<file path="src/rtl/multicycle_control.sv">
// Main control FSM for the multicycle RV32I-subset core: sequences the shared ALU
// and drives every datapath enable, mux select and the ALU operation.
module multicycle_control (
    input  logic       clk,
    input  logic       rst_n,
    input  logic [6:0] op,
    input  logic [2:0] funct3,
    input  logic       funct7b5,
    input  logic       zero,
    output logic       PCWrite,
    output logic       AdrSrc,
    output logic       MemWrite,
    output logic       IRWrite,
    output logic       RegWrite,
    output logic [1:0] ResultSrc,
    output logic [1:0] ALUSrcA,
    output logic [1:0] ALUSrcB,
    output logic [1:0] ImmSrc,
    output logic [2:0] ALU_control,
    output logic       illegal_op
);

    typedef enum logic [3:0] {
        FETCH    = 4'd0,
        DECODE   = 4'd1,
        MEMADR   = 4'd2,
        MEMREAD  = 4'd3,
        MEMWB    = 4'd4,
        MEMWRITE = 4'd5,
        EXECR    = 4'd6,
        EXECI    = 4'd7,
        ALUWB    = 4'd8,
        BEQ      = 4'd9,
        JAL      = 4'd10
    } state_t;

    localparam logic [6:0] OP_LW   = 7'b0000011;
    localparam logic [6:0] OP_SW   = 7'b0100011;
    localparam logic [6:0] OP_R    = 7'b0110011;
    localparam logic [6:0] OP_I    = 7'b0010011;
    localparam logic [6:0] OP_BEQ  = 7'b1100011;
    localparam logic [6:0] OP_JAL  = 7'b1101111;

    state_t     state;
    logic       pcupdate;
    logic       branch;
    logic [1:0] aluop;

    always_ff @(posedge clk) begin
        if (!rst_n) begin
            state <= FETCH;
        end else begin
            case (state)
                FETCH:    state <= DECODE;
                DECODE: begin
                    case (op)
                        OP_LW, OP_SW: state <= MEMADR;
                        OP_R:         state <= EXECR;
                        OP_I:         state <= EXECI;
                        OP_BEQ:       state <= BEQ;
                        OP_JAL:       state <= JAL;
                        default:      state <= FETCH;
                    endcase
                end
                MEMADR:   state <= (op == OP_LW) ? MEMREAD : MEMWRITE;
                MEMREAD:  state <= MEMWB;
                MEMWB:    state <= FETCH;
                MEMWRITE: state <= FETCH;
                EXECR:    state <= ALUWB;
                EXECI:    state <= ALUWB;
                ALUWB:    state <= FETCH;
                BEQ:      state <= FETCH;
                JAL:      state <= ALUWB;
                default:  state <= FETCH;
            endcase
        end
    end

    // While reset is held the selects mirror FETCH but every enable stays low.
    always_comb begin
        pcupdate   = 1'b0;
        branch     = 1'b0;
        AdrSrc     = 1'b0;
        MemWrite   = 1'b0;
        IRWrite    = 1'b0;
        RegWrite   = 1'b0;
        ResultSrc  = 2'b00;
        ALUSrcA    = 2'b00;
        ALUSrcB    = 2'b00;
        aluop      = 2'b00;
        illegal_op = 1'b0;
        if (!rst_n) begin
            ResultSrc = 2'b10;
            ALUSrcB   = 2'b10;
        end else begin
            case (state)
                FETCH: begin
                    IRWrite   = 1'b1;
                    ALUSrcB   = 2'b10;
                    ResultSrc = 2'b10;
                    pcupdate  = 1'b1;
                end
                DECODE: begin
                    ALUSrcA = 2'b01;
                    ALUSrcB = 2'b01;
                    case (op)
                        OP_LW, OP_SW, OP_R, OP_I, OP_BEQ, OP_JAL: illegal_op = 1'b0;
                        default:                                  illegal_op = 1'b1;
                    endcase
                end
                MEMADR: begin
                    ALUSrcA = 2'b10;
                    ALUSrcB = 2'b01;
                end
                MEMREAD: begin
                    AdrSrc = 1'b1;
                end
                MEMWB: begin
                    ResultSrc = 2'b01;
                    RegWrite  = 1'b1;
                end
                MEMWRITE: begin
                    AdrSrc   = 1'b1;
                    MemWrite = 1'b1;
                end
                EXECR: begin
                    ALUSrcA = 2'b10;
                    aluop   = 2'b10;
                end
                EXECI: begin
                    ALUSrcA = 2'b10;
                    ALUSrcB = 2'b01;
                    aluop   = 2'b10;
                end
                ALUWB: begin
                    RegWrite = 1'b1;
                end
                BEQ: begin
                    ALUSrcA = 2'b10;
                    aluop   = 2'b01;
                    branch  = 1'b1;
                end
                JAL: begin
                    ALUSrcA  = 2'b01;
                    ALUSrcB  = 2'b10;
                    pcupdate = 1'b1;
                end
                default: begin
                    pcupdate = 1'b0;
                end
            endcase
        end
    end

    assign PCWrite = pcupdate | (branch & zero);

    always_comb begin
        case (aluop)
            2'b01: ALU_control = 3'b001;
            2'b10: begin
                case (funct3)
                    3'b000:  ALU_control = (op[5] & funct7b5) ? 3'b001 : 3'b000;
                    3'b010:  ALU_control = 3'b101;
                    3'b110:  ALU_control = 3'b011;
                    3'b111:  ALU_control = 3'b010;
                    default: ALU_control = 3'b000;
                endcase
            end
            default: ALU_control = 3'b000;
        endcase
    end

    always_comb begin
        case (op)
            OP_SW:   ImmSrc = 2'b01;
            OP_BEQ:  ImmSrc = 2'b10;
            OP_JAL:  ImmSrc = 2'b11;
            default: ImmSrc = 2'b00;
        endcase
    end

endmodule

</file>
<file path="config.mk">
export PLATFORM = sky130hd
export DESIGN_NAME = multicycle_control
export DESIGN_NICKNAME = d
export VERILOG_FILES = /design/src/rtl/multicycle_control.sv
export SDC_FILE = /design/constraint.sdc
export NUM_CORES = 1
export LEC_CHECK = 0
export CAP_MARGIN = 20
export CORE_MARGIN = 5
export CORE_UTILIZATION = 33
export DETAILED_ROUTE_END_ITERATION = 7
export DONT_BUFFER_PORTS = 1
export GPL_ROUTABILITY_DRIVEN = 0
export SLEW_MARGIN = 20
export SYNTH_ARGS = -nofsm -noshare
export SYNTH_HDL_FRONTEND = slang
export SYNTH_SLANG_ARGS = --single-unit
export TNS_END_PERCENT = 20
</file>
<file path="constraint.sdc">
create_clock -name clk -period 2.45 [get_ports clk]
set_input_delay 0.735 -clock clk [delete_from_list [all_inputs] [get_ports clk]]
set_output_delay 0.735 -clock clk [all_outputs]
set_load 0.03 [all_outputs]
</file>
==> results of run 1 <==
## area by class of cell
cell class | count | area (µm²) | area share
inverter | 5 | 18.8 | 0.0244
tap | 25 | 31.3 | 0.0406
sequential | 4 | 80.1 | 0.104
clock buffer | 3 | 22.5 | 0.0292
multi-input combinational | 70 | 502 | 0.651
timing repair buffer | 15 | 116 | 0.151
## per-layer routing
| metal | routed length (µm) | share of wire | up-vias | GRT usage |
|---|---|---|---|---|
| li1 | - | - | 325 | - |
| met1 | 670 | 0.42 | 283 | 0.132 |
| met2 | 753 | 0.48 | 21 | 0.203 |
| met3 | 157 | 0.099 | 0 | 0.0570 |
| met4 | 0 | 0 | 0 | 0.0511 |
| met5 | 0 | 0 | - | 0 |
## power groups by stage
stage	sequential [mW]	clock [mW]	combinational (mW)
final	0.0676	0.0791	0.0662
after global routing	0.0677	0.0879	0.0714
after CTS	0.0677	0.0824	0.0665
after detailed placement	0.0686	0	0.0663
after global placement	0.0685	0	0.0655
after floorplan	0.0688	0	0.0505
## final timing paths
| path | start | slack, ns | to |
|---|---|---|---|
| setup / recovery | state[2] | 0.08 | ALU_control[2] |
| hold / removal | state[0] | 0.65 | state[0] |
| setup reg to reg | state[3] | 1.18 | state[2] |
| hold reg to reg | state[0] | 0.65 | state[0] |
## kinds of logic (layout without fill, tap and decap cells)
family / Yosys count / in the layout
xor+xnor: 5 / 5
buf+inv: 10 / 23
mux: 1 / 1
compound gates: 16 / 16
fa+ha+maj: 2 / 2
simple gates: 46 / 46
flops: 4 / 4
## stage by stage
stage	setup TNS [ns]	hold WS [ns]
2_1_floorplan	-0.361	0.573
3_3_place_gp	0	0.617
3_5_place_dp	0	0.639
4_1_cts	0	0.643
5_1_grt	-0.0286	0.677
6_report	0	0.646
## cell usage after synthesis, drive strengths merged, types with 3 or more instances
cell type,count
nor2,7
buf,4
nand2,9
inv,5
a21oi,7
xor2,3
dfxtp,4
nor3,3
nor3b,3
and3,4
nor2b,4
and3b,3
## worst register-to-register path, delay by kind of cell (launching register included)
kind / cells / cell delay, ns
AOI/OAI and AO/OA: 1 / 0.15
and+or+nand+nor: 2 / 0.53
buffers and inverters: 1 / 0.19
DFF: 1 / 0.34
## what timing repair did
action | CTS | global route
gates resized for setup | 1 | 4
pin swaps | 0 | 1
endpoints found under the setup margin | 1 | 2
==> summary.txt, run 1 <==
Timing
  – Worst slew pin tran: 0.306 ns
  – Final Max Tran Viols: 0
  – Slew headroom: 0.793
  – Period utilisation layout: 0.969
  – RSZ-0062 raised after global routing: true
  – Clock Skew: 0.00157 ns
  – Final setup fails: 0
  – Final Hold Fails: 0
  – Final worst slack: 0.0755 ns
  – Peak Freq: 0.421 GHz
  – Crit path time final: 2.37 ns

Synth
  – Mean Syn Cell Area: 7.02 µm²
  – EDFF count, synth: 0
  – Top cell type's share of synthesized area: 0.136
  – Fraction of registers with async set or reset after synthesis: 0
  – Post-synthesis sequential area ratio: 0.136
  – Post-synthesis compound-gate area fraction: 0.178
  – Number of warnings issued by yosys: 0
  – Post-synthesis simple-gate area fraction: 0.465
  – Post-synthesis xor/xnor area fraction: 0.0743
  – Leading post-synthesis cells by cell area: dfxtp_1 (14%), a21oi_1 (5.9%), nand2_1 (5.7%), and3b_1 (4.5%), xor2_1 (4.5%)
  – Syn_nets: 100
  – Cell Area, Synth: 589 µm²
  – Synthesized flop and latch total: 4
  – Post-synthesis cell type count: 37
  – Synth area leader: dfxtp_1
  – Multiplexer area fraction after synthesis: 0.0170
  – Largest family of logic cells by synthesized area: simple AND/OR/NAND/NOR gates
  – Synth Flop Type: dfxtp_1
  – Mapped Cells: 84
  – Adder-cell area share of the yosys netlist: 0.0425

Place
  – PortBufs: 0
  – HPWL after DPL: 1280 µm
  – # placed instances: 119
  – Dpl cell area: 724 µm²
  – Pre-CTS setup slack: 0.0831 ns

Finish
  – ANT cells: 0
  – Max FFs per register: 4
  – Layout area overhead: 30.8%
  – Filler cell count: 185
  – Final nets: 115
  – Final core occ: 0.451
  – Layout Cells excl Fill: 122
  – Commonest non-fill, non-tap cell in the layout: buf_4
  – Most flops, register: state
  – Final instance area: 771 µm²
  – Most frequent cells in the layout: buf_4 (14), nand2_1 (9), nor2_1 (6), a21oi_1 (6)
  – Fraction of layout cells with a size suffix above 1: 0.278
  – Top flop regs: state: 4 flops

Critical path
  – CP Cell Sequence: buf_4, inv_2, nand4_1, ha_4, nor4_4, buf_6
  – Worst Setup End Kind: output port
  – CP Launch Type: register
  – Crit Path Max Fanout: 8
  – Crit-path slowest cell: ha_4
  – WP data required: 1.71 ns
  – Worst path buffer plus inverter count: 3
  – WP data arrival: 1.64 ns
  – Crit path largest cell delay: 0.31 ns
  – Top delay family on crit path: buffers and inverters
  – Worst reg2reg path depth: 4
  – CP Depth: 6
  – Critical path type: reg -> out

Power
  – Psw: 0.0649 mW
  – Lkg Pwr: 0.346 nW
  – Pwr per Cell Area: 276 mW/mm²
  – Tot Pwr: 0.213 mW
  – Clk network pwr share: 0.371
  – VDD IR max: 0.000152 V
  – Int Pwr: 0.148 mW
  – Combinational power share: 0.311
  – Reg power frac: 0.318
  – Switch share: 0.305

GRT
  – Grt ovf: 0
  – Antenna violations before repair: 0
  – GRT Resource Usage Total: 0.122
  – Largest net degree at the start of global routing: 16
  – First-pass GRT wire length: 2550 µm
  – Vias in the first global route: 620

Drt
  – Final wirelength: 1580 µm
  – Post-route ant nets: 0
  – Iter 0 DRT Violations: 9
  – Post-DR vias/cell: 5.16
  – Routed length per instance: 13.0 µm
  – Length of the first detailed-routing pass in iterations: 4
  – DR vias: 629
  – DRC: 0

Clocking
  – Clock sink count: 4
  – Clock slew seen by the registers of the worst setup and hold paths: 0.04 ns
  – CTS tree: done
  – Post-CTS Hold Buffers: 0
  – H-tree depth: 1
  – CTS root buf: clkbuf_4
  – Worst skew pair latency: 0.23 ns
  – Max clock buf depth: 2
  – Post-CTS Setup Bufs: 0
  – CTS buffer count: 3

Floorplan
  – Die Span X: 52.3 µm
  – CORE AREA: 0.00171 mm²
  – I/O Pins: 31
  – Die Area: 0.00273 mm²
  – Num rows: 15
  – Initial core utilization: 0.345
  – Die height: 52.3 µm

Hold path
  – Hold depth: 2
  – Worst min path class: reg -> reg

Run status
  – Outcome: completed

Job
  – Max-cap viol count: 0
(Power assumes the default switching activity.)
==> inputs of run 2 (changes only) <==
CORE_AREA = 5 5 42 44   (was unset)
CORE_MARGIN = unset   (was 5)
CORE_UTILIZATION = unset   (was 33)
DIE_AREA = 0 0 47 49   (was unset)
==> run 2 against run 1 <==
Net effect: first-iteration DRC count unchanged; sequential cell count is the same; hold slack got worse by 0.033 ns; clock skew fell by 0.0015 ns; via count up 5.4%; die area down 16%; critical endpoint unchanged; largest cell class unchanged; largest power group unchanged; highest routed layer is now met4.
==> summary.txt, run 2 (synthesized netlist as in run 1, its figures left out) <==
Run status
  – Outcome: completed

Place
  – HPWL after DPL: 1220 µm (-4.5%)
  – PortBufs: 0 (unchanged)
  – # placed instances: 110 (-7.6%)

Clocking
  – CTS tree: done
  – Clock slew seen by the registers of the worst setup and hold paths: 0.04 ns (about the same)
  – Max clock buf depth: 2 (unchanged)
  – H-tree depth: 1 (unchanged)
  – CTS root buf: clkbuf_4
  – Clock sink count: 4 (unchanged)
  – Worst skew pair latency: 0.24 ns (about the same)
  – CTS buffer count: 3 (unchanged)

Drt
  – DR vias: 663 (+5.4%)
  – Iter 0 DRT Violations: 9 (unchanged)
  – Post-route ant nets: 0 (unchanged)
  – Final wirelength: 1640 µm (+3.9%)
  – Post-DR vias/cell: 5.77 (+12%)
  – Length of the first detailed-routing pass in iterations: 5 (+1)
  – Routed length per instance: 14.3 µm (+10%)
  – DRC: 0 (unchanged)

Finish
  – ANT cells: 0 (unchanged)
  – Multi-input gate area: 507 µm² (+1.0%)
  – Top flop regs: state: 4 flops
  – Most frequent cells in the layout: buf_4 (12), nand2_1 (9), nor2_1 (6), a21oi_1 (6)
  – Max FFs per register: 4 (unchanged)
  – Commonest non-fill, non-tap cell in the layout: buf_4
  – Sequential Area: 81.3 µm² (+1.6%)
  – Layout area overhead: 36.5%
  – Filler cell count: 144 (-22%)
  – Layout Cells excl Fill: 115 (-5.7%)
  – Most flops, register: state
  – Fraction of layout cells with a size suffix above 1: 0.313 (+0.0348)
  – Final nets: 117 (+1.7%)
  – Final core occ: 0.574 (+0.123)

Timing
  – Final Hold Fails: 0 (unchanged)
  – Final setup fails: 0 (unchanged)
  – Clock Skew: 0.0000768 ns (-0.00149 ns)
  – Worst slew pin tran: 0.306 ns (+0.000395 ns)
  – Crit path time final: 2.37 ns (-0.00167 ns)
  – Final Max Tran Viols: 0 (unchanged)
  – Peak Freq: 0.421 GHz (about the same)
  – Slew headroom: 0.793 (about the same)
  – Period utilisation layout: 0.969 (about the same)

Floorplan
  – CORE AREA: 0.00140 mm² (-18%)
  – Initial core utilization: 0.421 (+0.0755)
  – Die Span X: 47 µm (-10%)
  – Num rows: 14 (-1)
  – Die height: 49 µm (-6.2%)
  – I/O Pins: 31 (unchanged)
  – Die Area: 0.00230 mm² (-16%)

Critical path
  – WP data arrival: 1.64 ns (about the same)
  – CP Launch Type: register
  – Critical path type: reg -> out
  – WP data required: 1.71 ns (about the same)
  – Worst Setup End Kind: output port
  – Crit Path Max Fanout: 2 (-6)
  – Crit path largest cell delay: 0.30 ns (about the same)
  – CP Cell Sequence: and2b_1, nand4_1, ha_4, nor4_4, buf_4
  – Crit-path slowest cell: dfxtp_1

GRT
  – Antenna violations before repair: 0 (unchanged)
  – Vias in the first global route: 618 (-0.32%)
  – Largest net degree at the start of global routing: 16 (unchanged)
  – First-pass GRT wire length: 2660 µm (+4.6%)
  – Grt ovf: 0 (unchanged)
  – GRT Resource Usage Total: 0.152 (+0.0300)

Power
  – Pwr per Cell Area: 271 mW/mm² (-1.9%)
  – Lkg Pwr: 0.363 nW (+4.7%)
  – VDD IR max: 0.000188 V (+24%)

Hold path
  – Worst min path class: reg -> reg

Job
  – Max-cap viol count: 0 (unchanged)
## run 2: changes by cell type in the layout (fill, tap and decap cells not counted), sizes merged
cell and change:
buf +2
## run 2: stage by stage
step | worst slack (ns) | total power, mW | hold slack (ns) | TNS, ns | instance area, µm²
floorplan | -0.176 | 0.119 | 0.573 | -0.361 | 613
global placement | 0.117 | 0.134 | 0.608 | 0 | 713
detailed placement | 0.0808 | 0.134 | 0.609 | 0 | 713
CTS | 0.0168 | 0.218 | 0.615 | 0 | 738
global route | -0.0237 | 0.231 | 0.659 | -0.0294 | 805
finish | 0.0771 | 0.218 | 0.613 | 0 | 805
## run 2: path summary, 6_finish.rpt
| check | cells past startpoint | to | from | slack [ns] |
|---|---|---|---|---|
| hold reg to reg | 2 | state[0] | state[0] | 0.61 |
| hold / removal | 2 | state[0] | state[0] | 0.61 |
| setup / recovery | 5 | ALU_control[2] | state[1] | 0.08 |
| setup reg to reg | 5 | state[2] | state[3] | 1.12 |
## run 2: cell type report
class / count / area share
multi-input cells: 70 / 0.630
repair buffers: 17 / 0.193
flip-flops and latches: 4 / 0.101
clock buffers: 3 / 0.0280
well taps: 16 / 0.0249
inverters: 5 / 0.0233
## run 2: critical path, delay by kind of cell, from the launching register on
kind / cells / cell delay [ns]
buf+inv: 1 / 0.20
fa+ha+maj: 1 / 0.30
simple gates: 3 / 0.59
flops: 1 / 0.30
## run 2: report_power, final
part / total (mW) / switching (mW) / leakage (nW) / internal (mW)
clock network: 0.0839 / 0.0290 / 0.0138 / 0.0549
logic: 0.0664 / 0.0396 / 0.316 / 0.0268
registers: 0.0677 / 0.000704 / 0.0331 / 0.0670
total: 0.218 / 0.0693 / 0.363 / 0.149
## run 2: what timing repair did
item / CTS / global route
endpoints found under the setup margin: 1 / 2
pin swaps: 1 / 3
resized for setup: 1 / 11
hold buffers: 0 / 0
endpoints found under the hold margin: 0 / 0
buffers inserted: 0 / 2
## run 2: routing by layer
metal	track usage	wire length (µm)
met1	0.202	710
met2	0.222	790
met3	0.0295	132
met4	0.0829	11
met5	0	0
==> inputs of run 3 (changes only) <==
CTS_CLUSTER_SIZE = 14   (was unset)
clock period = 2.8 ns   (was 2.45 ns; I/O delays follow)
==> run 3 against run 2 <==
Net effect: combinational power shrank 19%; critical path type unchanged; power decreased by 17%; routed wire length fell by 5.8%; non-clock buffer count is 5 lower; clock skew barely moved; design area decreased by 12%; die area did not move; count of clock-buffer cells in the layout unchanged.
==> summary.txt, run 3 (synthesized netlist as in run 1, its figures left out) <==
Clocking
  – Clock sink count: 4 (unchanged)
  – CTS root buf: clkbuf_4
  – H-tree depth: 1 (unchanged)
  – CTS buffer count: 3 (unchanged)
  – Max clock buf depth: 2 (unchanged)
  – Clock slew seen by the registers of the worst setup and hold paths: 0.04 ns (about the same)
  – Post-CTS Hold Buffers: 0 (unchanged)
  – CTS tree: done
  – Worst skew pair latency: 0.23 ns (about the same)
  – Post-CTS Setup Bufs: 0 (unchanged)

GRT
  – Largest net degree at the start of global routing: 16 (unchanged)
  – Vias in the first global route: 640 (+3.6%)
  – First-pass GRT wire length: 2600 µm (-2.3%)
  – GRT Resource Usage Total: 0.144 (-0.00855)
  – Grt ovf: 0 (unchanged)
  – Antenna violations before repair: 0 (unchanged)

Timing
  – Final Max Tran Viols: 0 (unchanged)
  – Slew headroom: 0.620 (-0.173)
  – Worst slew pin tran: 0.567 ns (+0.261 ns)
  – Final setup fails: 0 (unchanged)
  – Peak Freq: 0.377 GHz
  – Setup TNS: 0 ns (unchanged)
  – Clock Skew: 0.000327 ns (+0.000250 ns)
  – Crit path time final: 2.66 ns
  – Hold WS: 0.607 ns (-0.00544 ns)
  – RSZ-0062 raised after global routing: false
  – Period utilisation layout: 0.948
  – Final Hold Fails: 0 (unchanged)

Power
  – VDD IR max: 0.000132 V (-30%)
  – Lkg Pwr: 0.324 nW (-11%)
  – Tot Pwr: 0.182 mW (-17%)
  – Pwr per Cell Area: 256 mW/mm² (-5.6%)

Drt
  – Length of the first detailed-routing pass in iterations: 4 (-1)
  – Iter 0 DRT Violations: 10 (+1)
  – DRC: 0 (unchanged)
  – Routed length per instance: 14.1 µm (-1.6%)
  – Final wirelength: 1550 µm (-5.8%)
  – DR vias: 646 (-2.6%)
  – Post-DR vias/cell: 5.87 (+1.9%)
  – Post-route ant nets: 0 (unchanged)

Finish
  – Layout Cells excl Fill: 110 (-4.3%)
  – Most frequent cells in the layout: buf_4 (12), nand2_1 (9), nor2_1 (6), a21oi_1 (6), inv_1 (5)
  – Final nets: 112 (-4.3%)
  – ANT cells: 0 (unchanged)
  – Final core occ: 0.507 (-0.0670)
  – Fraction of layout cells with a size suffix above 1: 0.223 (-0.0897)
  – Commonest non-fill, non-tap cell in the layout: buf_4
  – Max FFs per register: 4 (unchanged)
  – Top flop regs: state: 4 flops
  – Layout area overhead: 20.6%
  – Most flops, register: state
  – Filler cell count: 161 (+12%)

Critical path
  – Crit path from: state[3]
  – Critical path type: reg -> out
  – WP data required: 1.96 ns (+0.25 ns)
  – CP Launch Type: register
  – CP endpoint: ALU_control[0]
  – WP data arrival: 1.82 ns (+0.18 ns)
  – R2r setup slk: 1.51 ns (+0.39 ns)
  – Worst Setup End Kind: output port
  – Crit Path Max Fanout: 7 (+5)
  – Critical R2R Launch: state[3]
  – RR Endpoint: state[3]
  – Worst reg2reg path depth: 4 (-1)

Place
  – # placed instances: 107 (-2.7%)
  – PortBufs: 0 (unchanged)
  – HPWL after DPL: 1230 µm (+1.0%)

Job
  – Max-cap viol count: 0 (unchanged)

Run status
  – Outcome: completed

Floorplan
  – CORE AREA: 0.00140 mm² (unchanged)
  – I/O Pins: 31 (unchanged)
  – Die Area: 0.00230 mm² (unchanged)
  – Num rows: 14 (unchanged)
  – Die height: 49 µm (unchanged)
  – Initial core utilization: 0.421 (unchanged)
  – Die Span X: 47 µm (unchanged)

Hold path
  – Worst min path class: reg -> reg
run 3: worst min path at each step:
stage / startpoint / end / slack [ns] / cells past startpoint
after floorplan: state[0] / state[0] / 0.57 / 2
after global placement: state[0] / state[0] / 0.61 / 2
after detailed placement: state[0] / state[0] / 0.60 / 2
after CTS: state[0] / state[0] / 0.61 / 2
after global routing: state[0] / state[0] / 0.64 / 2
final: state[0] / state[0] / 0.61 / 2
run 3: layer usage:
| metal | up-vias | part of all wire | GRT usage |
|---|---|---|---|
| met3 | 0 | 0.083 | 0.0406 |
| met2 | 23 | 0.46 | 0.226 |
| li1 | 325 | - | - |
| met1 | 298 | 0.46 | 0.184 |
| met4 | 0 | 0 | 0.0415 |
| met5 | - | 0 | 0 |
run 3: layout make-up:
type                       instances  area [µm²]  share of cell area
tap                               16        20.0              0.0282
multi-input combinational         70         479               0.674
timing repair buffer              12        90.1               0.127
sequential                         4        80.1               0.113
clock buffer                       3        22.5              0.0317
inverter                           5        18.8              0.0264
run 3: critical path, cell delays in order, from the launching register on:
cell and delay (ns):
dfxtp_1 0.38, nor2b_2 0.22, nand3_1 0.13, inv_1 0.07, ha_1 0.17, nor2b_1 0.14, o21ai_0 0.11, a21oi_2 0.36
run 3: what timing repair did:
action	CTS	global route
hold endpoints to repair	0	0
setup endpoints to repair	0	1
resized for setup	0	1
run 3: power breakdown:
group / switching (mW) / internal [mW]
clock: 0.0210 / 0.0478
sequential: 0.000542 / 0.0586
combinational: 0.0332 / 0.0206
run 3: stage by stage:
stage	cell area (µm²)	worst slack [ns]
floorplan	608	-0.0991
global placement	686	0.181
detailed placement	686	0.150
CTS	708	0.0424
global route	711	0.00399
finish	711	0.145
